`config.mk`:
```
export PLATFORM = sky130hd
export DESIGN_NAME = hazard_ctrl_flat
export DESIGN_NICKNAME = d
export VERILOG_FILES = /design/src/rtl/hazard_ctrl_if.sv /design/src/rtl/hazard_ctrl.sv /design/src/flat_wrapper.sv
export SDC_FILE = /design/constraint.sdc
export NUM_CORES = 1
export LEC_CHECK = 0
export BUFFER_PORTS_ARGS = -buffer_cell sky130_fd_sc_hd__clkbuf_2
export CAP_MARGIN = 20
export CORE_MARGIN = 5
export CORE_UTILIZATION = 45
export CTS_BUF_LIST = sky130_fd_sc_hd__clkbuf_8 sky130_fd_sc_hd__clkbuf_16
export CTS_CLUSTER_SIZE = 30
export DETAILED_ROUTE_END_ITERATION = 12
export PLACE_DENSITY = 0.81
export SYNTH_ARGS = -nofsm -noshare
export SYNTH_HDL_FRONTEND = slang
export SYNTH_SLANG_ARGS = --single-unit
```
`constraint.sdc`:
```
create_clock -name clk -period 2.05 [get_ports clk]
set_input_delay 0.3075 -clock clk [delete_from_list [all_inputs] [get_ports clk]]
set_output_delay 0.3075 -clock clk [all_outputs]
set_load 0.02 [all_outputs]
```
`src/rtl/hazard_ctrl_if.sv`:
```
// Hazard/pipeline-control bundle between the 5-stage core datapath (master) and
// the hazard sequencer (slave).
interface hazard_ctrl_if #(
  parameter int DATA_WIDTH = 32,
  parameter int CNT_WIDTH  = 32
);
  logic [4:0]            Rs1D;
  logic [4:0]            Rs2D;
  logic [4:0]            RdE;
  logic                  LoadE;
  logic                  PCSrcE;
  logic [DATA_WIDTH-1:0] PCTargetE;
  logic                  ICacheMissF;
  logic                  ICacheReadyF;
  logic                  DCacheMissM;
  logic                  DCacheReadyM;
  logic                  StallF;
  logic                  StallD;
  logic                  StallE;
  logic                  StallM;
  logic                  FlushD;
  logic                  FlushE;
  logic                  FlushW;
  logic                  RedirectValidF;
  logic [DATA_WIDTH-1:0] RedirectPCF;
  logic                  MissTimeout;
  logic [CNT_WIDTH-1:0]  StallCycles;

  modport master (
    output Rs1D, Rs2D, RdE, LoadE, PCSrcE, PCTargetE,
           ICacheMissF, ICacheReadyF, DCacheMissM, DCacheReadyM,
    input  StallF, StallD, StallE, StallM, FlushD, FlushE, FlushW,
           RedirectValidF, RedirectPCF, MissTimeout, StallCycles
  );

  modport slave (
    input  Rs1D, Rs2D, RdE, LoadE, PCSrcE, PCTargetE,
           ICacheMissF, ICacheReadyF, DCacheMissM, DCacheReadyM,
    output StallF, StallD, StallE, StallM, FlushD, FlushE, FlushW,
           RedirectValidF, RedirectPCF, MissTimeout, StallCycles
  );
endinterface

```
`src/rtl/hazard_ctrl.sv`:
```
// Pipeline sequencer for the 5-stage cached core: load-use stalls, branch flushes,
// I-/D-cache miss freezes, a buffered redirect, a miss watchdog and a stall counter.
module hazard_ctrl #(
  parameter int DATA_WIDTH = 32,
  parameter int TIMEOUT    = 1024,
  parameter int CNT_WIDTH  = 32
) (
  input logic          clk,
  input logic          rst,
  hazard_ctrl_if.slave hz
);
  localparam logic [1:0] RUN   = 2'd0;
  localparam logic [1:0] IMISS = 2'd1;
  localparam logic [1:0] DMISS = 2'd2;

  localparam int MW = (TIMEOUT > 1) ? $clog2(TIMEOUT) : 1;
  localparam logic [MW-1:0]        MCNT_MAX  = MW'(TIMEOUT - 1);
  localparam logic [MW-1:0]        MCNT_ONE  = MW'(1);
  localparam logic [MW-1:0]        MCNT_ZERO = MW'(0);
  localparam logic [CNT_WIDTH-1:0] CNT_MAX   = {CNT_WIDTH{1'b1}};
  localparam logic [CNT_WIDTH-1:0] CNT_ONE   = CNT_WIDTH'(1);
  localparam logic [CNT_WIDTH-1:0] CNT_ZERO  = CNT_WIDTH'(0);

  typedef struct packed {
    logic sf, sd, se, sm, fd, fe, fw, rv;
  } ctl_t;

  localparam ctl_t CTL_IDLE  = 8'b0000_0000;
  localparam ctl_t CTL_RESET = 8'b0000_1110;

  function automatic ctl_t freeze_ctl();
    ctl_t c;
    c    = CTL_IDLE;
    c.sf = 1'b1;
    c.sd = 1'b1;
    c.se = 1'b1;
    c.sm = 1'b1;
    c.fw = 1'b1;
    return c;
  endfunction

  // Fetch frozen on an outstanding I-miss; older instructions keep draining.
  function automatic ctl_t fetch_wait_ctl(input logic pcsrc, input logic luse);
    ctl_t c;
    c    = CTL_IDLE;
    c.sf = 1'b1;
    if (pcsrc) begin
      c.fd = 1'b1;
      c.fe = 1'b1;
    end else if (luse) begin
      c.sd = 1'b1;
      c.fe = 1'b1;
    end else begin
      c.fd = 1'b1;
    end
    return c;
  endfunction

  function automatic ctl_t resolve_ctl(input logic pcsrc, input logic pend, input logic luse);
    ctl_t c;
    c = CTL_IDLE;
    if (pcsrc) begin
      c.fd = 1'b1;
      c.fe = 1'b1;
      c.rv = 1'b1;
    end else if (pend) begin
      c.fd = 1'b1;
      c.rv = 1'b1;
    end else if (luse) begin
      c.sf = 1'b1;
      c.sd = 1'b1;
      c.fe = 1'b1;
    end else begin
      c = CTL_IDLE;
    end
    return c;
  endfunction

  logic [1:0]            state_q, state_d;
  logic                  pend_q, pend_d;
  logic [DATA_WIDTH-1:0] pend_pc_q, pend_pc_d;
  logic [MW-1:0]         mcnt_q, mcnt_d;
  logic                  timeout_q, timeout_d;
  logic [CNT_WIDTH-1:0]  stall_cnt_q, stall_cnt_d;
  ctl_t                  ctl_s;
  logic [DATA_WIDTH-1:0] redir_pc_s;
  logic                  luse_s;
  logic                  in_miss_s;
  logic                  enter_s;

  assign luse_s = hz.LoadE & (hz.RdE != 5'd0) & ((hz.RdE == hz.Rs1D) | (hz.RdE == hz.Rs2D));

  // Sequencer: next state, pending redirect and stall/flush outputs.
  always_comb begin
    state_d    = state_q;
    pend_d     = pend_q;
    pend_pc_d  = pend_pc_q;
    redir_pc_s = pend_pc_q;
    ctl_s      = CTL_IDLE;
    if (rst) begin
      ctl_s = CTL_RESET;
    end else begin
      case (state_q)
        RUN: begin
          if (hz.DCacheMissM) begin
            state_d = DMISS;
            ctl_s   = freeze_ctl();
          end else if (hz.ICacheMissF) begin
            state_d = IMISS;
            ctl_s   = fetch_wait_ctl(hz.PCSrcE, luse_s);
            if (hz.PCSrcE) begin
              pend_d    = 1'b1;
              pend_pc_d = hz.PCTargetE;
            end else begin
              pend_d = pend_q;
            end
          end else begin
            ctl_s = resolve_ctl(hz.PCSrcE, pend_q, luse_s);
            if (hz.PCSrcE) begin
              redir_pc_s = hz.PCTargetE;
              pend_d     = 1'b0;
            end else begin
              pend_d = 1'b0;
            end
          end
        end
        IMISS: begin
          if (hz.DCacheMissM) begin
            state_d = DMISS;
            ctl_s   = freeze_ctl();
          end else if (hz.ICacheReadyF) begin
            state_d = RUN;
            ctl_s   = resolve_ctl(hz.PCSrcE, pend_q, luse_s);
            if (hz.PCSrcE) begin
              redir_pc_s = hz.PCTargetE;
              pend_d     = 1'b0;
            end else begin
              pend_d = 1'b0;
            end
          end else begin
            ctl_s = fetch_wait_ctl(hz.PCSrcE, luse_s);
            if (hz.PCSrcE) begin
              pend_d    = 1'b1;
              pend_pc_d = hz.PCTargetE;
            end else begin
              pend_d = pend_q;
            end
          end
        end
        DMISS: begin
          // On release, E is live again: act on its branch/load-use now, but a
          // buffered redirect waits for the first RUN cycle.
          if (hz.DCacheReadyM) begin
            state_d = RUN;
            ctl_s   = resolve_ctl(hz.PCSrcE, 1'b0, luse_s);
            if (hz.PCSrcE) begin
              redir_pc_s = hz.PCTargetE;
              pend_d     = 1'b0;
            end else begin
              pend_d = pend_q;
            end
          end else begin
            ctl_s = freeze_ctl();
          end
        end
        default: begin
          state_d = RUN;
          ctl_s   = CTL_IDLE;
        end
      endcase
    end
  end

  // Miss watchdog and saturating stall-cycle counter.
  always_comb begin
    in_miss_s = (state_q == IMISS) || (state_q == DMISS);
    enter_s   = (state_d != state_q) && (state_d != RUN);
    if (enter_s) begin
      mcnt_d = MCNT_ZERO;
    end else if (in_miss_s && (mcnt_q != MCNT_MAX)) begin
      mcnt_d = mcnt_q + MCNT_ONE;
    end else begin
      mcnt_d = mcnt_q;
    end
    timeout_d = timeout_q | (in_miss_s & (mcnt_q == MCNT_MAX));
    if (ctl_s.sf && (stall_cnt_q != CNT_MAX)) begin
      stall_cnt_d = stall_cnt_q + CNT_ONE;
    end else begin
      stall_cnt_d = stall_cnt_q;
    end
  end

  // State registers with synchronous reset.
  always_ff @(posedge clk) begin
    if (rst) begin
      state_q     <= RUN;
      pend_q      <= 1'b0;
      pend_pc_q   <= {DATA_WIDTH{1'b0}};
      mcnt_q      <= MCNT_ZERO;
      timeout_q   <= 1'b0;
      stall_cnt_q <= CNT_ZERO;
    end else begin
      state_q     <= state_d;
      pend_q      <= pend_d;
      pend_pc_q   <= pend_pc_d;
      mcnt_q      <= mcnt_d;
      timeout_q   <= timeout_d;
      stall_cnt_q <= stall_cnt_d;
    end
  end

  assign hz.StallF         = ctl_s.sf;
  assign hz.StallD         = ctl_s.sd;
  assign hz.StallE         = ctl_s.se;
  assign hz.StallM         = ctl_s.sm;
  assign hz.FlushD         = ctl_s.fd;
  assign hz.FlushE         = ctl_s.fe;
  assign hz.FlushW         = ctl_s.fw;
  assign hz.RedirectValidF = ctl_s.rv;
  assign hz.RedirectPCF    = redir_pc_s;
  assign hz.MissTimeout    = timeout_q;
  assign hz.StallCycles    = stall_cnt_q;
endmodule

```
`src/flat_wrapper.sv`:
```
// flat-port wrapper written by rule: the top's interface ports become plain ports
module hazard_ctrl_flat 
#(
  parameter int DATA_WIDTH = 32,
  parameter int TIMEOUT    = 1024,
  parameter int CNT_WIDTH  = 32
)
  (clk, rst, hz_Rs1D, hz_Rs2D, hz_RdE, hz_LoadE, hz_PCSrcE, hz_PCTargetE, hz_ICacheMissF, hz_ICacheReadyF, hz_DCacheMissM, hz_DCacheReadyM, hz_StallF, hz_StallD, hz_StallE, hz_StallM, hz_FlushD, hz_FlushE, hz_FlushW, hz_RedirectValidF, hz_RedirectPCF, hz_MissTimeout, hz_StallCycles);
  hazard_ctrl_if #(.DATA_WIDTH(DATA_WIDTH), .CNT_WIDTH(CNT_WIDTH)) hz_i ();
  input logic clk;
  input logic rst;
  input wire logic [$bits(hz_i.Rs1D)-1:0] hz_Rs1D;
  input wire logic [$bits(hz_i.Rs2D)-1:0] hz_Rs2D;
  input wire logic [$bits(hz_i.RdE)-1:0] hz_RdE;
  input wire logic [$bits(hz_i.LoadE)-1:0] hz_LoadE;
  input wire logic [$bits(hz_i.PCSrcE)-1:0] hz_PCSrcE;
  input wire logic [$bits(hz_i.PCTargetE)-1:0] hz_PCTargetE;
  input wire logic [$bits(hz_i.ICacheMissF)-1:0] hz_ICacheMissF;
  input wire logic [$bits(hz_i.ICacheReadyF)-1:0] hz_ICacheReadyF;
  input wire logic [$bits(hz_i.DCacheMissM)-1:0] hz_DCacheMissM;
  input wire logic [$bits(hz_i.DCacheReadyM)-1:0] hz_DCacheReadyM;
  output wire logic [$bits(hz_i.StallF)-1:0] hz_StallF;
  output wire logic [$bits(hz_i.StallD)-1:0] hz_StallD;
  output wire logic [$bits(hz_i.StallE)-1:0] hz_StallE;
  output wire logic [$bits(hz_i.StallM)-1:0] hz_StallM;
  output wire logic [$bits(hz_i.FlushD)-1:0] hz_FlushD;
  output wire logic [$bits(hz_i.FlushE)-1:0] hz_FlushE;
  output wire logic [$bits(hz_i.FlushW)-1:0] hz_FlushW;
  output wire logic [$bits(hz_i.RedirectValidF)-1:0] hz_RedirectValidF;
  output wire logic [$bits(hz_i.RedirectPCF)-1:0] hz_RedirectPCF;
  output wire logic [$bits(hz_i.MissTimeout)-1:0] hz_MissTimeout;
  output wire logic [$bits(hz_i.StallCycles)-1:0] hz_StallCycles;
  assign hz_i.Rs1D = hz_Rs1D;
  assign hz_i.Rs2D = hz_Rs2D;
  assign hz_i.RdE = hz_RdE;
  assign hz_i.LoadE = hz_LoadE;
  assign hz_i.PCSrcE = hz_PCSrcE;
  assign hz_i.PCTargetE = hz_PCTargetE;
  assign hz_i.ICacheMissF = hz_ICacheMissF;
  assign hz_i.ICacheReadyF = hz_ICacheReadyF;
  assign hz_i.DCacheMissM = hz_DCacheMissM;
  assign hz_i.DCacheReadyM = hz_DCacheReadyM;
  assign hz_StallF = hz_i.StallF;
  assign hz_StallD = hz_i.StallD;
  assign hz_StallE = hz_i.StallE;
  assign hz_StallM = hz_i.StallM;
  assign hz_FlushD = hz_i.FlushD;
  assign hz_FlushE = hz_i.FlushE;
  assign hz_FlushW = hz_i.FlushW;
  assign hz_RedirectValidF = hz_i.RedirectValidF;
  assign hz_RedirectPCF = hz_i.RedirectPCF;
  assign hz_MissTimeout = hz_i.MissTimeout;
  assign hz_StallCycles = hz_i.StallCycles;
  hazard_ctrl #(.DATA_WIDTH(DATA_WIDTH), .TIMEOUT(TIMEOUT), .CNT_WIDTH(CNT_WIDTH)) u_core (.clk(clk), .rst(rst), .hz(hz_i));
endmodule
```
==> impl.org <==
** Run status
- Status :: finished with violations
- The final reports fail on setup timing.

** Drt
- Routed length on met1 :: 6520 um
- The final route contains approximately 5200 vias.
- In the routed layout, each cell is associated on average with a via count of approximately 6.1.
- Wire length on met3 :: between 1000 and 1500 um
- Once detail routing completed, the nets flagged for antenna violations numbered 0.
- Met2 routed wirelength :: slightly below 9000 um
- Count of TritonRoute iterations in the first routing pass :: 5
- Uppermost metal layer occupied by signal nets :: met4
- Aggregate routed wire length :: 17100 um
- Post-DR wirelength/cell :: approximately 20 um
- In this run, the number of DRC markers left after iteration 0 of detailed routing was ~360.
- Total DRC errors in the routed layout :: 0

** Power and ir drop
- Max IR drop VDD :: 436 uV
- Int Pwr :: 3.02 mW
- Clk network pwr share :: 0.342
- Switching component of the power :: around 1.2 mW
- Leakage Power :: 3.02 nW
- Proportion of total power due to net switching :: 0.285
- Of the total power, registers draw 0.377.
- Dividing total power by cell area gives a power density of between 500 and 600 nW/um2.
- Logic gate share of total power :: 0.281

** Critical path
- Required time reported for the critical path endpoint :: roughly 1.7 ns
- Counting stages on the worst path, the most repeated cell is sky130_fd_sc_hd__buf_6.
- On the worst path, the slowest cell contributes a delay of around 0.34 ns.
- Cell with the largest stage delay on the worst path :: sky130_fd_sc_hd__dfxtp_2
- The worst setup path is launched from a flop.
- Worst r2r dst :: u_core.hz.StallCycles[9]$_SDFFE_PP0P_
- Start of the worst register-to-register path :: u_core.state_q[0]$_SDFF_PP0_
- In this run the register-to-register setup slack is -0.51 ns.
- The worst setup path is captured at a primary output.
- Highest net fanout along the worst path :: 5
- Traced cell by cell, the critical path runs through buf_6, ha_4, o21ai_2, and2_4, buf_4, o2111ai_4, buf_12, buf_16, a22o_4, buf_6.
- The critical path is of the reg2out type.
- The number of cells on the worst reg-to-reg path is 13.
- Data arrival at the endpoint of the critical path :: roughly 2.3 ns

** Clock network
- TritonCTS built the clock tree.
- Cts-stage hold buffer count :: 0
- Depth of the CTS H-tree :: 3
- CTS sink count :: just under 80
- Clock-pin transition on the worst setup and hold timing paths :: about 0.090 ns
- Counting along the longest clock path gives a buffer depth of 2.
- The clock reaches the later pin of the worst-skew pair after about 0.35 ns.
- Root cell of the clock tree :: sky130_fd_sc_hd__clkbuf_8
- Counting the buffers created by CTS gives 9.

** Layout
- Cell area after layout :: approximately 7400 um2
- Compared with the post-synthesis result, the final layout area differs by 73.8%.
- Number of diodes added for antenna fixing :: 0
- Most common cell after layout, fill and taps aside :: sky130_fd_sc_hd__clkbuf_2
- Most frequent cells in the layout :: sky130_fd_sc_hd__clkbuf_2 (90), sky130_fd_sc_hd__nand2_1 (79), sky130_fd_sc_hd__dfxtp_1 (74)
- Of the cells placed in the final design, the portion with a size suffix greater than 1 is 0.528.
- Number of nets in the finished design :: 800

** Logic synthesis
- Count of warnings emitted by yosys :: 0
- Number of instances in the synthesized netlist :: ~540
- Dominant cells by area after synthesis :: sky130_fd_sc_hd__dfxtp_1 (37%), sky130_fd_sc_hd__nand2_1 (8.3%), sky130_fd_sc_hd__a21oi_1 (8.3%)
- Proportion of synthesized flip-flops having asynchronous set or reset :: 0
- The biggest area contributor in the post-synthesis netlist is sky130_fd_sc_hd__dfxtp_1.
- Counting flops with a built-in enable in the synthesized netlist gives 0.
- The share of the Yosys chip area taken by registers is 0.368.
- Synthesis produced a netlist with a net count of a little under 600.
- Top FF cell, synth :: sky130_fd_sc_hd__dfxtp_1
- In this run, distinct cell masters in the synthesized netlist total 60.
- Combined area of all synthesized cells :: roughly 4200 um2
- Of the post-synthesis cell area, the dominant cell type holds 0.368.
- Syn Area/Cell :: around 8 um2
- Number of synthesized register bits :: between 70 and 80

** STA
- The number of max-slew violations in the final report was 0.
- Once routing completed, OpenROAD measured the worst setup slack at -0.571 ns.
- Worst setup skew after layout :: 0.0126 ns
- Timing-limited maximum frequency :: 382 MHz
- Slew @ Worst Pin :: slightly below 0.9 ns
- Tightest hold margin :: between 0.15 and 0.2 ns
- Number of hold violations in the final report :: 0
- For the finished layout, the period the worst path requires is 2.62 ns.
- The worst pin sits at a relative slew slack of 0.421.
- Count of final setup violators :: approximately 110
- Post-route clock period utilization :: 1.28
- Unrepaired setup endpoints after global routing :: true

** Placed design
- Once placement finished, the instance area stood at 5770 um2.
- Port Buffers :: roughly 130
- Routability cong. :: approximately 0.90
- Once detailed placement completed, the half-perimeter wirelength came to roughly 9500 um.

** GRT
- Entering global routing, the biggest net connects 66 pins.
- The total overflow left after global routing is 0.
- The first global-routing pass estimated 24500 um of wire.
- Vias in the first global route :: ~5200
- Across every metal layer, demand over resource in global routing totals 0.260.
- Antenna violations before repair :: 0

** Floorplan
- Horizontal extent of the die :: 107 um
- In this run the count of I/O pins placed on the die edge is between 100 and 150.
- Die Span Y :: ~110 um
- The floorplan has 35 rows.
- Core Area :: ~9200 um2
- The die covers ~11000 um2.
- The initial utilization of the core area, before any placement, comes to 0.461.

** Worst hold path
- The worst hold path belongs to the class in2reg.
- Min-delay src :: hz_PCTargetE[24]
- WHS Path Cells :: 3
- For hold timing, the worst endpoint is u_core.pend_pc_q[24]$_SDFFE_PP0P_.

** Flow run
- Max capacitance violation total :: 0
[kinds of logic after synthesis]
family / Yosys count / synth area share
buf+inv: 46 / 0.0490
mux: 4 / 0.00974
xor+xnor: 17 / 0.0351
simple gates: 221 / 0.265
fa+ha+maj: 6 / 0.0177
compound gates: 163 / 0.255
flops: 78 / 0.368
[stage by stage]
stage | util | setup slack (ns) | std cells | TNS, ns | power (mW)
5_1_grt | 0.801 | -0.647 | 855 | -47.75 | 4.36
3_3_place_gp | 0.627 | -0.170 | 808 | -8.91 | 2.38
3_5_place_dp | 0.627 | -0.235 | 808 | -13.13 | 2.41
4_1_cts | 0.736 | -0.520 | 843 | -25.93 | 4.06
6_report | 0.801 | -0.571 | 855 | -39.41 | 4.22
2_1_floorplan | - | -0.0184 | 535 | -0.559 | 2.10
[sequential cells by signal (all words and copies together), names as in the netlist]
| register | cells |
|---|---|
| u_core.mcnt_q | 10 |
| u_core.state_q | 2 |
| u_core.pend_q | 1 |
| u_core.hz.MissTimeout | 1 |
| u_core.pend_pc_q | 32 |
| u_core.hz.StallCycles | 32 |
[worst max-delay path, delay by kind of cell, from the launching register on]
kind	cells	cell delay [ns]
simple gates	1	0.17
flops	1	0.34
buf+inv	5	0.71
compound gates	3	0.57
fa+ha+maj	1	0.17
[layout make-up]
| type | instances | area [um2] |
|---|---|---|
| multi-input combinational | 411 | 3300 |
| timing repair buffer | 228 | 2060 |
| fill | 530 | 1830 |
| sequential | 78 | 1570 |
| clock buffer | 11 | 151 |
| tap | 111 | 139 |
| clock inverter | 5 | 97.6 |
| inverter | 11 | 48.8 |
[timing repair]
action                     in CTS  in global routing
resized for setup             123                127
setup endpoints to repair      81                114
setup buffers                  13                  9
gates cloned                    6                  5
pin swaps                      24                 47
[cell usage after synthesis, types with 7 or more instances]
cell type,number
sky130_fd_sc_hd__nand3_1,23
sky130_fd_sc_hd__nor3_1,9
sky130_fd_sc_hd__nand4_1,9
sky130_fd_sc_hd__dfxtp_1,78
sky130_fd_sc_hd__and3_1,7
sky130_fd_sc_hd__o31ai_1,7
sky130_fd_sc_hd__a22o_1,32
sky130_fd_sc_hd__clkbuf_1,24
sky130_fd_sc_hd__nor2_1,25
sky130_fd_sc_hd__a21oi_1,70
sky130_fd_sc_hd__o21ai_0,20
sky130_fd_sc_hd__inv_1,10
sky130_fd_sc_hd__xnor2_1,14
sky130_fd_sc_hd__or3_1,16
sky130_fd_sc_hd__or4_1,11
sky130_fd_sc_hd__nand2_1,94
[power by group through the flow]
stage | sequential [mW] | clock [mW] | combinational [mW]
finish | 1.59 | 1.45 | 1.19
global route | 1.60 | 1.52 | 1.24
CTS | 1.59 | 1.45 | 1.02
detailed placement | 1.62 | 0 | 0.787
global placement | 1.62 | 0 | 0.767
floorplan | 1.62 | 0 | 0.481
[layer usage]
metal  track usage  up-vias
met5             0        -
met4         0.115        0
met3        0.0518       52
met2         0.454      275
met1         0.306     2523
li1              -     2371
[worst max-delay path by stage]
stage	start	endpoint	slack, ns	depth (start not counted)
after detailed placement	u_core.state_q[0]$_SDFF_PP0_	hz_RedirectPCF[17]	-0.24	9
after global routing	u_core.state_q[0]$_SDFF_PP0_	hz_RedirectPCF[18]	-0.65	10
after floorplan	u_core.state_q[0]$_SDFF_PP0_	hz_RedirectPCF[10]	-0.02	9
final	u_core.state_q[0]$_SDFF_PP0_	hz_RedirectPCF[18]	-0.57	10
after global placement	hz_RdE[0]	hz_StallF	-0.17	9
after CTS	u_core.state_q[0]$_SDFF_PP0_	hz_RedirectPCF[26]	-0.52	10
(Power assumes the default switching activity.)
